[src/rtl/reg_access_arbiter.sv]
// Round-robin arbiter sharing one NONE/CLR/LOAD/INCR/DECR register among NUM_REQ requesters,
// with a bounded per-owner lock for back-to-back bursts.
module reg_access_arbiter #(
    parameter int NUM_REQ    = 4,
    parameter int DATA_WIDTH = 8,
    parameter int LOCK_MAX   = 4,
    localparam int ID_WIDTH  = (NUM_REQ > 1) ? $clog2(NUM_REQ) : 1
) (
    input  logic                         clk,
    input  logic                         rst,
    input  logic [NUM_REQ-1:0]           req_valid,
    input  logic [3*NUM_REQ-1:0]         req_cmd,
    input  logic [DATA_WIDTH*NUM_REQ-1:0] req_data,
    input  logic [NUM_REQ-1:0]           req_lock,
    output logic [NUM_REQ-1:0]           req_ready,
    output logic [2:0]                   reg_ctrl,
    output logic [DATA_WIDTH-1:0]        reg_data,
    input  logic [DATA_WIDTH-1:0]        reg_value,
    output logic                         rsp_valid,
    output logic [ID_WIDTH-1:0]          rsp_id,
    output logic [DATA_WIDTH-1:0]        rsp_data
);

    typedef enum logic [1:0] {IDLE, ISSUE, RESP} state_t;

    state_t                state, state_d;
    logic [ID_WIDTH-1:0]   rr_ptr;
    logic                  lock_held;
    logic [ID_WIDTH-1:0]   owner;
    logic [3:0]            lock_cnt;
    logic [2:0]            cmd_q;
    logic [DATA_WIDTH-1:0] data_q;
    logic                  lock_q;
    logic [ID_WIDTH-1:0]   id_q;

    logic [NUM_REQ-1:0]    cand;
    logic [ID_WIDTH-1:0]   idx;
    logic [ID_WIDTH-1:0]   win;
    logic                  found;
    logic                  take;
    logic [2:0]            sel_cmd;
    logic [DATA_WIDTH-1:0] sel_data;
    logic                  sel_lock;

    // Winner search: first candidate at or above rr_ptr, wrapping at NUM_REQ-1 back to 0.
    always_comb begin
        // NOTE: every always_comb output gets a default first so no path leaves it unassigned (no latch).
        cand     = req_valid;
        idx      = '0;
        win      = '0;
        found    = 1'b0;
        sel_cmd  = '0;
        sel_data = '0;
        sel_lock = 1'b0;
        if (lock_held) begin
            for (int i = 0; i < NUM_REQ; i++)
                cand[i] = req_valid[i] && (owner == ID_WIDTH'(i));
        end
        for (int k = 0; k < NUM_REQ; k++) begin
            if (int'(rr_ptr) + k >= NUM_REQ)
                idx = ID_WIDTH'(int'(rr_ptr) + k - NUM_REQ);
            else
                idx = ID_WIDTH'(int'(rr_ptr) + k);
            if (!found && cand[idx]) begin
                found = 1'b1;
                win   = idx;
            end
        end
        for (int i = 0; i < NUM_REQ; i++) begin
            if (win == ID_WIDTH'(i)) begin
                sel_cmd  = req_cmd[3*i +: 3];
                sel_data = req_data[DATA_WIDTH*i +: DATA_WIDTH];
                sel_lock = req_lock[i];
            end
        end
    end

    // Next state and outputs; every output is forced low while reset is asserted.
    always_comb begin
        state_d   = state;
        req_ready = '0;
        reg_ctrl  = '0;
        reg_data  = '0;
        rsp_valid = 1'b0;
        rsp_id    = '0;
        rsp_data  = '0;
        take      = 1'b0;
        case (state)
            IDLE: begin
                if (found && rst) begin
                    for (int i = 0; i < NUM_REQ; i++)
                        req_ready[i] = (win == ID_WIDTH'(i));
                    take    = 1'b1;
                    state_d = ISSUE;
                end
            end
            ISSUE: begin
                if (rst) begin
                    reg_ctrl = cmd_q;
                    reg_data = data_q;
                end
                state_d = RESP;
            end
            RESP: begin
                if (rst) begin
                    rsp_valid = 1'b1;
                    rsp_id    = id_q;
                    rsp_data  = reg_value;
                end
                state_d = IDLE;
            end
            default: state_d = IDLE;
        endcase
    end

    always_ff @(posedge clk) begin
        // NOTE: sequential state uses non-blocking assignments so all registers update from pre-edge values.
        if (!rst) begin
            state     <= IDLE;
            rr_ptr    <= '0;
            lock_held <= 1'b0;
            owner     <= '0;
            lock_cnt  <= '0;
            cmd_q     <= '0;
            data_q    <= '0;
            lock_q    <= 1'b0;
            id_q      <= '0;
        end else begin
            state <= state_d;
            if (take) begin
                // Illegal codes 5..7 become NONE so the register holds its value.
                cmd_q  <= (sel_cmd > 3'd4) ? 3'd0 : sel_cmd;
                data_q <= sel_data;
                lock_q <= sel_lock;
                id_q   <= win;
            end
            if (state == RESP) begin
                rr_ptr <= (int'(id_q) == NUM_REQ - 1) ? '0 : id_q + ID_WIDTH'(1);
                if (lock_q && ({1'b0, lock_cnt} + 5'd1 < 5'(LOCK_MAX))) begin
                    lock_held <= 1'b1;
                    owner     <= id_q;
                    lock_cnt  <= lock_cnt + 4'd1;
                end else begin
                    lock_held <= 1'b0;
                    lock_cnt  <= '0;
                end
            end
        end
    end

endmodule
[config.mk]
export PLATFORM = sky130hd
export DESIGN_NAME = reg_access_arbiter
export DESIGN_NICKNAME = d
export VERILOG_FILES = /design/src/rtl/reg_access_arbiter.sv
export SDC_FILE = /design/constraint.sdc
export NUM_CORES = 1
export LEC_CHECK = 0
export CORE_MARGIN = 8
export CORE_UTILIZATION = 63
export DETAILED_ROUTE_END_ITERATION = 8
export DONT_BUFFER_PORTS = 1
export GPL_TIMING_DRIVEN = 1
export PLACE_DENSITY = 0.89
export SLEW_MARGIN = 20
export SYNTH_ARGS = -nofsm -noshare
export SYNTH_HDL_FRONTEND = slang
export SYNTH_SLANG_ARGS = --single-unit
[constraint.sdc]
create_clock -name clk -period 2.9 [get_ports clk]
set_input_delay 0.435 -clock clk [delete_from_list [all_inputs] [get_ports clk]]
set_output_delay 0.435 -clock clk [all_outputs]
set_load 0.01 [all_outputs]
After elaboration in Yosys (flattened, before gate mapping):

Index checks and enable logic that the tools add are counted.

* RAM bits: 0
* bits in registers: 25
* memories: 0
* logic and storage cells: 108
* memory bits (read-only): 0
* output and inout port bits: 26
* latch bits: 0

* divide/modulo/power cells: 0
* order comparisons: 10
* reduce and logical (&&, ||, !) cells: 16
* multiply operators: 0
* bitwise operators: 0
* add/subtract/negate cells: 10
* shift-type cells: 0
* muxes and demuxes: 53
* eq/ne operators: 10

Operator list (count)
* two-way mux 8 bit: 8
* two-way mux 2 bit: 12
* two-way mux 3 bit: 7
* two-way mux 1 bit: 17
* two-way mux 4 bit: 4
* less-than comparator 2 x 3 -> 1 bit (second input constant): 4
* equality test 2 bit (second input constant): 5
* >= comparator 3 bit (second input constant): 3
* logical AND 1 bit: 9
* binary-select mux 1 bit (select 2 bit): 4
* equality test 2 x 1 -> 1 bit (second input constant): 4
* subtractor 2 x 1 -> 2 bit (second input constant): 4
* adder 2 x 2 -> 3 bit (second input constant): 2
* zero test 2 bit: 3
* adder 4 x 1 -> 5 bit (second input constant): 1
* less-than comparator 5 x 3 -> 1 bit (second input constant): 1
* adder 4 x 1 -> 4 bit (second input constant): 1
* case mux 2 bit (2 select lines): 1
* adder 2 x 1 -> 3 bit (second input constant): 1
* >= comparator 2 x 3 -> 1 bit (second input constant): 1
* greater-than comparator 3 bit (second input constant): 1
* zero test 1 bit: 3
* adder 2 x 1 -> 2 bit (second input constant): 1
* != test 2 bit (second input constant): 1
* AND reduction 2 bit: 1

Logic depth before layout (Yosys ltp):

Gate-level depths: netlist of run 1.

* depth after elaboration: 22
* gate-level depth with buffers: 12

Least setup slack after synthesis of run 1:

No wires, ideal clock.

* kind: register to output
* start: register rr_ptr[0]
* end: output req_ready[0]
* setup slack: 0.192 ns
* data required time: 2.465 ns
* cell stages (with the launch flop): 9
* path buffers: 3
* arrival time: 2.273 ns
* path through: dfxtp_1 buf_6 or4b_4 o221a_4 mux4_2 o211a_1 buf_6 clkbuf_1 nor3_1

* cells in the longest elaborated chain, start to end: 17
* elaborated cells between the ends (all ways): 41
* classes of those cells: add/sub (7); order compare (4); mux (22); reduce/logical (8)

Ends and longest elaborated chain
* start: declaration: line 27 `logic [ID_WIDTH-1:0] rr_ptr;`
* start signal: assignment: line 138 `rr_ptr <= (int'(id_q) == NUM_REQ - 1) ? '0 : id_q + ID_WIDTH'(1);`
* parallel branches: the longest is 15 deep, another holds adder 2 x 1 -> 3 bit
* two-way mux 4 bit (*): line 90 `if (found && rst) begin`
* two-way mux 4 bit (*): line 88 `case (state)`
* end: declaration: line 15 `output logic [NUM_REQ-1:0] req_ready,`

Mark *: on every way between the ends. The select of a mux whose other input is x is not followed.

Final worst setup path of run 1:

* start: register rr_ptr[0]
* end: output req_ready[3]

* cells in the longest elaborated chain, start to end: 17
* elaborated cells between the ends (all ways): 41
* classes of those cells: add/sub (7); order compare (4); eq/ne (1); mux (22); reduce/logical (7)

Ends and longest elaborated chain (line)
* parallel branches: the longest is 15 deep, another holds adder 2 x 1 -> 3 bit
* two-way mux 4 bit (*): 90
* two-way mux 4 bit (*): 88

Marked as above.

==> out/qor.csv, run 1 <==
stage,metric,value,unit
outcome,outcome,"finished, final reports clean",
placement,GP Congestion,0.8291,
logic_synthesis,top_reg_cell synth,dfxtp_1,
finish,layout cell share with drive strength beyond 1,0.2367,
clock_network,clk buf depth,2,
floorplanning,Die Ht,71.02,um
routing,Detailed Route Iter0 Violations,109,
logic_synthesis,combinational family with the most area after synthesis,simple AND/OR/NAND/NOR gates,
global_route,GR Util All Layers,0.1837,
placement,pre-CTS setup slack,130.4,ps
sta,fmax,350.3,MHz
sta,final hold vios,0,
worst_setup_path,Max stage delay on crit path,470,ps
sta,Final Max Tran Viols,0,
pwr,LEAKAGE,0.0008697,uW
logic_synthesis,register area share after synthesis,0.2625,
clock_network,total CTS buffers,3,
global_route,vias in the first global route,1684,
floorplanning,# rows,20,
finish,Final #Nets,310,
global_route,first-pass GRT wire length,7748,um
logic_synthesis,Synth Cell Area,1907,sq um
global_route,Overflow after GRT,0,
placement,placed insts,255,
finish,diode count,0,
clock_network,Clock Root Buffer,clkbuf_4,
routing,vias per std cell,6.478,
clock_network,worst skew pair latency,320,ps
sta,minimum clock period,2854,ps
routing,wire per inst,19.15,um
worst_hold_path,Hold WC Path Type,in -> reg,
clock_network,"Clk pin slew, worst setup/hold paths",120,ps
logic_synthesis,post-synthesis mux area share,0.1686,
routing,via count,1801,
floorplanning,Starting Density,0.6458,
logic_synthesis,asr flop ratio synth,0,
run,max-cap violations,0,
worst_setup_path,Buffers & Inverters on Critical Path,3,
sta,fin worst setup slack,45.68,ps
placement,port bufs,0,
sta,hold_ws,232.8,ps
sta,crit share post-route,0.9842,
logic_synthesis,Adder-Cell Fraction of Synth Area,0.01312,
logic_synthesis,Synth warnings,0,
sta,final setup violation count,0,
placement,detailed placement HPWL,3519,um
logic_synthesis,Yosys cell types,42,
routing,Post-DRT Antenna Nets,0,
routing,DRC Markers,0,
clock_network,clk sinks,25,
floorplanning,die footprint,5043,sq um
logic_synthesis,syn_nets,295,
pwr,maximum VDD drop,0.2843,mV
global_route,initial antenna violation count,0,
logic_synthesis,number of flops mapped to enable cells by yosys,0,
routing,WL final,5324,um
worst_setup_path,CP arrival,2420,ps
logic_synthesis,Yosys top cell area share,0.2625,
logic_synthesis,Synth area leaders,"dfxtp_1, mux2i_1, nand2_1",
clock_network,H-Tree Depth,1,
logic_synthesis,Synth Area in Compound Gates,0.2008,
floorplanning,IO Count,88,
clock_network,hold_buf cts,0,
clock_network,CTS tree,built,
sta,Worst-Margin Slew,726.9,ps
logic_synthesis,Synth area leader,dfxtp_1,
logic_synthesis,Mean Syn Cell Area,8.255,sq um
logic_synthesis,top-count cell post-synth,nand2_1,
logic_synthesis,XOR/XNOR share of the synthesized area,0,
logic_synthesis,Post-Synth Simple-Gate Area,0.2953,
finish,fin cells,278,
worst_setup_path,Worst Setup Start Kind,flop,
pwr,P per Cell Area,380.5,nW/um^2
logic_synthesis,Synth Register Bits,25,
worst_setup_path,CP Capture Type,output pin,
worst_setup_path,CP max FO,8,
worst_setup_path,cell mode on critical path,buf_4,
floorplanning,core area,2953,sq um
sta,unrepaired setup endpoints after global routing,yes,
worst_setup_path,crit path cell chain,"buf_4, buf_4, nand4b_1, o211ai_1, nand2_1, mux4_2, o211a_4, buf_4, and3_1",
worst_setup_path,critical path's top delay family,multiplexers,
logic_synthesis,Commonest cells post-synth,"nand2_1, dfxtp_1, mux2i_1, and3_1",
logic_synthesis,post-synthesis cell count,231,
floorplanning,Die Wd,71.02,um
sta,Worst Clk Skew,8.309,ps
routing,drt pass-1 iters,4,
worst_setup_path,CP max stage cell,mux4_2,
global_route,largest net degree at the start of global routing,36,
worst_setup_path,WS Path Type,reg -> out,
finish,synth-to-layout area growth,16.14,%
worst_setup_path,CP required,2470,ps
sta,Slew HR,0.5144,
-- placed cells by master, fill, tap and decap left out, types with 9 or more instances in the layout --
cell      instances
buf_4            24
o211ai_1         11
a21boi_0         12
dfxtp_1          23
and3_1           14
and2_1           12
mux2_2            9
nand2_1          30
mux2i_1          15
nor2_1            9
-- cell type report --
cell class,instances,area (sq um)
multi-input cells,182,1349
fillers,235,738.2
flip-flops and latches,25,505.5
repair buffers,31,281.5
well taps,33,41.29
clock buffers,4,26.28
inverters,3,11.26
-- kinds of logic after synthesis --
group | count (synthesis)
AOI/OAI and AO/OA | 49
buffers and inverters | 24
and+or+nand+nor | 102
muxes | 29
DFF | 25
adders and majority gates | 2
-- metrics by stage --
step / cell area [sq um] / setup TNS, ps / total power [uW] / util
2_1_floorplan: 1907 / 0 / 577.8 / -
3_3_place_gp: 1936 / 0 / 612.0 / 0.6555
3_5_place_dp: 1936 / 0 / 618.5 / 0.6555
4_1_cts: 1981 / 0 / 773.0 / 0.6708
5_1_grt: 2215 / -58.40 / 895.5 / 0.7500
6_report: 2215 / 0 / 842.6 / 0.7500
-- flip-flops by register name, indices dropped and copies added (netlist names) --
| name | flops |
|---|---|
| data_q | 8 |
| lock_cnt | 4 |
| cmd_q | 3 |
| id_q | 2 |
| owner | 2 |
| rr_ptr | 2 |
| state | 2 |
| lock_held | 1 |
| lock_q | 1 |
-- worst register-to-register path, cell delays in order (launching register included) --
cell	delay (ps)
dfxtp_4	390
buf_4	140
buf_4	130
nand4b_1	160
o211ai_1	210
nand2_1	90
mux4_2	470
o211a_4	200
buf_4	150
buf_4	130
mux2_4	300
nor4bb_1	270
a31o_1	130
-- final timing paths --
check / startpoint / endpoint / depth (start not counted) / slack [ps]
hold reg to reg: data_q[0] / data_q[0] / 2 / 470
setup reg to reg: rr_ptr[0] / cmd_q[2] / 12 / 100
hold / removal: rst / rr_ptr[0] / 1 / 230
setup / recovery: rr_ptr[0] / req_ready[3] / 9 / 50
-- where the power goes --
group / switching [uW] / internal [uW] / total, uW
logic: 144 / 162 / 305
clock network: 101 / 53.9 / 155
registers: 14.9 / 367 / 382
total: 259 / 583 / 843
-- metal layers --
layer	GRT usage	vias up	wire [um]
li1	-	872	-
met3	0.06921	7	467
met1	0.2184	846	2162
met2	0.2894	76	2622
met5	0	-	0
met4	0.07390	0	72
-- repair_timing --
item	in CTS	in global routing
resized for setup	6	20
gates cloned	0	1
setup buffers	0	18
hold endpoints to repair	0	0
pin swaps	0	6
endpoints found under the setup margin	4	4
Power figures use the tool's default switching activity.
==> inputs of run 2 (changes only) <==
--- a/config.mk
+++ b/config.mk
@@ -5,12 +5,14 @@
 export SDC_FILE = /design/constraint.sdc
 export NUM_CORES = 1
 export LEC_CHECK = 0
+export CELL_PAD_IN_SITES_DETAIL_PLACEMENT = 1
+export CELL_PAD_IN_SITES_GLOBAL_PLACEMENT = 1
 export CORE_MARGIN = 8
-export CORE_UTILIZATION = 63
+export CORE_UTILIZATION = 44
 export DETAILED_ROUTE_END_ITERATION = 8
 export DONT_BUFFER_PORTS = 1
 export GPL_TIMING_DRIVEN = 1
-export PLACE_DENSITY = 0.89
+export PLACE_DENSITY = 0.88
 export SLEW_MARGIN = 20
 export SYNTH_ARGS = -nofsm -noshare
 export SYNTH_HDL_FRONTEND = slang
==> out/qor.csv, run 2 (synthesized netlist as in run 1, its figures left out) <==
stage,metric,value,unit,change
outcome,outcome,"finished, final reports clean",,
sta,unrepaired setup endpoints after global routing,no,,
routing,via count,1737,,-3.6%
worst_hold_path,Worst Min Path Start,rst,,
worst_setup_path,Worst Setup Start Kind,flop,,
pwr,switching pwr,255.1,uW,-1.7%
floorplanning,IO Count,88,,unchanged
finish,Register Area,505.5,sq um,unchanged
floorplanning,Die Wd,81.83,um,+15%
clock_network,"Clk pin slew, worst setup/hold paths",80,ps,-40 ps
finish,layout cell share with drive strength beyond 1,0.1974,,-0.03931
sta,Worst-Margin Slew,750.8,ps,+23.88 ps
worst_setup_path,worst r2r dst,cmd_q[2],,
finish,# fillers,529,,+130%
routing,vias per std cell,6.095,,-5.9%
global_route,first-pass GRT wire length,9052,um,+17%
routing,wire per inst,19.99,um,+4.4%
sta,fin worst setup slack,98.15,ps,+52.47 ps
sta,Worst Clk Skew,4.607,ps,-3.702 ps
finish,synth-to-layout area growth,9.974,%,
global_route,vias in the first global route,1833,,+8.8%
placement,GP Congestion,0.8815,,+6.3%
finish,Multi-input gate area,1324,sq um,-1.9%
worst_hold_path,Hold WC Path Type,in -> reg,,
sta,Slew HR,0.4984,,-0.01595
routing,Detailed Route Iter0 Violations,88,,-19%
clock_network,H-Tree Depth,1,,unchanged
placement,port bufs,0,,unchanged
worst_setup_path,reg2reg setup slack,220,ps,+120 ps
sta,minimum clock period,2802,ps,-52.47 ps
worst_setup_path,CP Capture Type,output pin,,
pwr,maximum VDD drop,0.2875,mV,+1.1%
pwr,Net Sw Frac,0.3006,,-0.007326
worst_setup_path,R2R cell count,8,,-4
run,max-cap violations,0,,unchanged
global_route,initial antenna violation count,0,,unchanged
worst_setup_path,CP required,2470,ps,about the same
worst_setup_path,WS Path Type,reg -> out,,
worst_hold_path,WHS Endpoint,rr_ptr[0],,
sta,final hold vios,0,,unchanged
pwr,P per Cell Area,404.6,nW/um^2,+6.3%
finish,diode count,0,,unchanged
sta,final setup violation count,0,,unchanged
routing,Post-DRT Antenna Nets,0,,unchanged
floorplanning,Die Ht,81.83,um,+15%
global_route,Overflow after GRT,0,,unchanged
floorplanning,die footprint,6696,sq um,+33%
floorplanning,# rows,24,,+20%
finish,max reg flops,8,,unchanged
sta,Final Max Tran Viols,0,,unchanged
floorplanning,core area,4264,sq um,+44%
finish,most frequent cells in the layout,"nand2_1, dfxtp_1, buf_4",,
placement,placed insts,274,,+7.5%
pwr,LEAKAGE,0.0007946,uW,-8.6%
placement,detailed placement HPWL,4399,um,+25%
sta,Total Negative Setup Slacks,0,ps,unchanged
sta,crit share post-route,0.9662,,-0.01809
clock_network,clk sinks,25,,unchanged
routing,drt pass-1 iters,4,,unchanged
finish,biggest regs,"data_q: 8 flops, lock_cnt: 4 flops, cmd_q: 3 flops",,
worst_setup_path,CP arrival,2370,ps,-50 ps
clock_network,Clock Root Buffer,clkbuf_8,,
clock_network,CTS tree,built,,
routing,DRC Markers,0,,unchanged
clock_network,clk buf depth,2,,unchanged
pwr,Comb power frac,0.307,,-0.055
routing,WL final,5698,um,+7.0%
global_route,largest net degree at the start of global routing,36,,unchanged
pwr,power share of the clock group,0.239,,+0.055
placement,pre-CTS setup slack,-28.68,ps,-159.1 ps
clock_network,total CTS buffers,3,,unchanged
global_route,GR Util All Layers,0.1685,,-0.01517
pwr,Reg power frac,0.455,,about the same
worst_setup_path,worst reg2reg path startpoint,rr_ptr[0],,
worst_hold_path,Hold Crit Depth,1,,unchanged
finish,Final #Nets,298,,-3.9%
clock_network,worst skew pair latency,270,ps,-50 ps
worst_setup_path,CP max FO,18,,+10
clock_network,hold_buf cts,0,,unchanged
finish,Reg with most FFs,data_q,,
placement,placed cell areas,1959,sq um,+1.2%
finish,fin cells,285,,+2.5%
sta,fmax,356.9,MHz,+1.9%
floorplanning,Starting Density,0.4472,,-0.1986
finish,"most common cell after layout, fill and taps aside",nand2_1,,
pwr,P_int,593.4,uW,+1.8%
finish,Final Cell Area,2097,sq um,-5.3%
==> run 2: cell count changes in the layout (fill, tap and decap cells not counted), sizes merged <==
cell    previous run  this run
buf               30        19
clkbuf             5         4
==> run 2: what timing repair did <==
action | 4_1_cts | 5_1_grt
buffers inserted | 0 | 7
setup endpoints to repair | 5 | 4
pin swaps | 0 | 1
cloned | 0 | 0
resized for setup | 6 | 7
==> run 2: layout make-up <==
type / count / share of cell area
clock buffers: 4 / 0.02148
inverters: 3 / 0.005370
multi-input cells: 182 / 0.6313
flip-flops and latches: 25 / 0.2411
well taps: 52 / 0.03103
repair buffers: 19 / 0.06981
==> run 2: power groups by stage <==
stage          combinational (uW)  clock (uW)  sequential [uW]
2_1_floorplan                 193           0              384
3_3_place_gp                  224           0              392
3_5_place_dp                  233           0              394
4_1_cts                       239         208              386
5_1_grt                       285         221              389
6_report                      260         203              386
==> run 2: worst max-delay path, stage by stage (launching register included) <==
cell and delay (ps):
dfxtp_4 390, or4b_4 530, o221a_4 150, nand2_2 80, nor3_1 60, or3_4 390
buf_6 170, nor3b_2 180, buf_4 140
==> run 2: how the worst max path moves through the flow <==
| stage | end | cells past startpoint | startpoint |
|---|---|---|---|
| final | req_ready[1] | 8 | rr_ptr[0] |
| after global routing | req_ready[0] | 8 | rr_ptr[0] |
| after floorplan | req_ready[0] | 8 | rr_ptr[0] |
| after global placement | req_ready[0] | 7 | rr_ptr[0] |
| after detailed placement | cmd_q[2] | 8 | rr_ptr[0] |
| after CTS | req_ready[0] | 6 | rr_ptr[0] |
==> run 2: routing by layer <==
metal	global-route usage	wire, um	up-vias
li1	-	-	844
met3	0.05033	420	4
met4	0.03509	34	0
met2	0.3062	2936	55
met5	0	0	-
met1	0.1887	2306	834
==> run 2: metrics by stage <==
step	hold WS (ps)	util	total power [uW]
global route	285.9	0.4918	895.4
floorplan	438.8	-	577.8
detailed placement	455.2	0.4595	627.4
global placement	445.7	0.4595	616.0
finish	292.0	0.4918	848.4
CTS	278.2	0.4742	833.4
==> inputs of run 3 (changes only) <==
--- a/config.mk
+++ b/config.mk
@@ -8,11 +8,11 @@
 export CELL_PAD_IN_SITES_DETAIL_PLACEMENT = 1
 export CELL_PAD_IN_SITES_GLOBAL_PLACEMENT = 1
 export CORE_MARGIN = 8
-export CORE_UTILIZATION = 44
+export CORE_UTILIZATION = 30
 export DETAILED_ROUTE_END_ITERATION = 8
 export DONT_BUFFER_PORTS = 1
 export GPL_TIMING_DRIVEN = 1
-export PLACE_DENSITY = 0.88
+export PLACE_DENSITY = 0.67
 export SLEW_MARGIN = 20
 export SYNTH_ARGS = -nofsm -noshare
 export SYNTH_HDL_FRONTEND = slang
==> out/qor.csv, run 3 (synthesized netlist as in run 1, its figures left out) <==
stage,metric,value,unit,change
placement,GP Congestion,0.7064,,-20%
clock_network,total CTS buffers,3,,unchanged
clock_network,Clock Root Buffer,clkbuf_8,,
sta,Total Negative Setup Slacks,0,ps,unchanged
clock_network,clk buf depth,2,,unchanged
finish,Final Cell Area,2096,sq um,about the same
worst_setup_path,crit path cell chain,"or4b_4, o221a_4, nand2_1, nor3_1, or3_4, buf_8, nor3b_2, buf_4",,
routing,wire per inst,18.31,um,-8.4%
routing,via count,1663,,-4.3%
finish,biggest regs,"data_q: 8 flops, lock_cnt: 4 flops, cmd_q: 3 flops",,
routing,drt pass-1 iters,4,,unchanged
routing,vias per std cell,5.470,,-10%
floorplanning,die footprint,9163,sq um,+37%
pwr,Comb power frac,0.294,,-0.013
finish,max reg flops,8,,unchanged
worst_setup_path,Max stage delay on crit path,530,ps,about the same
pwr,maximum VDD drop,0.1828,mV,-36%
finish,synth-to-layout area growth,9.908,%,about the same
finish,Reg with most FFs,data_q,,
pwr,LEAKAGE,0.0007668,uW,-3.5%
pwr,P per Cell Area,399.7,nW/um^2,-1.2%
floorplanning,Die Wd,95.73,um,+17%
finish,# fillers,769,,+45%
sta,final hold vios,0,,unchanged
routing,Post-DRT Antenna Nets,0,,unchanged
pwr,Reg power frac,0.458,,+0.003
floorplanning,Starting Density,0.3055,,-0.1416
worst_setup_path,CP Capture Type,output pin,,
floorplanning,# rows,29,,+21%
placement,placed cell areas,2003,sq um,+2.2%
worst_setup_path,Buffers & Inverters on Critical Path,2,,unchanged
outcome,outcome,"finished, final reports clean",,
routing,DRC Markers,0,,unchanged
sta,Worst-Margin Slew,705.5,ps,-45.27 ps
global_route,initial antenna violation count,0,,unchanged
placement,port bufs,0,,unchanged
clock_network,H-Tree Depth,1,,unchanged
worst_setup_path,Worst Setup Start Kind,flop,,
worst_setup_path,CP max FO,18,,unchanged
sta,fmax,357.3,MHz,+0.11%
finish,"most common cell after layout, fill and taps aside",nand2_1,,
global_route,vias in the first global route,1759,,-4.0%
finish,diode count,0,,unchanged
worst_setup_path,CP arrival,2360,ps,about the same
run,max-cap violations,0,,unchanged
worst_setup_path,R2R cell count,7,,-1
worst_hold_path,Hold WC Path Type,in -> reg,,
routing,Detailed Route Iter0 Violations,37,,-58%
worst_setup_path,CP max stage cell,or4b_4,,
worst_setup_path,CP Depth,8,,unchanged
global_route,Overflow after GRT,0,,unchanged
clock_network,worst skew pair latency,260,ps,about the same
worst_setup_path,critical path's top delay family,simple AND/OR/NAND/NOR gates,,
clock_network,CTS tree,built,,
finish,layout cell share with drive strength beyond 1,0.1762,,-0.02121
sta,hold_ws,288.6,ps,-3.432 ps
worst_hold_path,Hold Crit Depth,1,,unchanged
worst_setup_path,WS Path Type,reg -> out,,
sta,crit share post-route,0.9651,,-0.001015
pwr,power share of the clock group,0.248,,+0.009
global_route,largest net degree at the start of global routing,36,,unchanged
clock_network,hold_buf cts,0,,unchanged
routing,WL final,5566,um,-2.3%
pwr,Net Sw Frac,0.3023,,+0.001692
floorplanning,core area,6241,sq um,+46%
sta,Slew HR,0.5287,,+0.03024
worst_setup_path,CP required,2470,ps,about the same
sta,unrepaired setup endpoints after global routing,no,,
floorplanning,IO Count,88,,unchanged
sta,Final Max Tran Viols,0,,unchanged
sta,Worst Clk Skew,4.010,ps,-0.5974 ps
finish,Final #Nets,292,,-2.0%
clock_network,"Clk pin slew, worst setup/hold paths",90,ps,about the same
sta,final setup violation count,0,,unchanged
sta,minimum clock period,2799,ps,-2.944 ps
global_route,first-pass GRT wire length,8631,um,-4.7%
finish,most frequent cells in the layout,"nand2_1, dfxtp_1, mux2i_1",,
worst_setup_path,reg2reg setup slack,380,ps,+160 ps
pwr,P_int,584.5,uW,-1.5%
global_route,GR Util All Layers,0.1158,,-0.05272
clock_network,clk sinks,25,,unchanged
floorplanning,Die Ht,95.73,um,+17%
pwr,switching pwr,253.3,uW,-0.70%
placement,detailed placement HPWL,4354,um,-1.0%
run 3: final cells by class:
cell class	instances	area (sq um)	area share
repair buffers	13	125.1	0.05970
clock buffers	3	41.29	0.01970
flip-flops and latches	25	505.5	0.2412
well taps	77	96.34	0.04597
multi-input cells	182	1311	0.6257
inverters	3	11.26	0.005373
clock inverters	1	5.005	0.002388
run 3: what timing repair did:
item                       CTS  global route
pin swaps                    0             1
resized for setup            3            13
setup endpoints to repair    4             4
setup buffers                0             1
run 3: power by group through the flow:
stage	combinational, uW	sequential (uW)	clock [uW]
after floorplan	193	384	0
after global placement	231	392	0
after detailed placement	236	393	0
after CTS	239	386	214
after global routing	274	387	223
final	246	384	207
run 3: final timing paths:
kind / from / to
max: rr_ptr[0] / req_ready[1]
min: rst / rr_ptr[0]
max reg2reg: rr_ptr[0] / cmd_q[2]
min reg2reg: data_q[0] / data_q[0]
run 3: through the flow:
stage                 util  total power [uW]  setup WS (ps)  instances
floorplan                -             577.8          192.4        231
global placement    0.3210             622.8          225.9        299
detailed placement  0.3210             629.5          167.5        299
CTS                 0.3288             838.3          5.367        303
global route        0.3358             884.2          5.228        304
finish              0.3358             837.8          101.1        304
run 3: layer usage:
metal | part of all wire | vias up | global-route usage
met3 | 0.082 | 2 | 0.03666
met5 | 0 | - | 0
met1 | 0.43 | 775 | 0.1402
met2 | 0.48 | 52 | 0.1966
li1 | - | 834 | -
met4 | 0.0045 | 0 | 0.02305
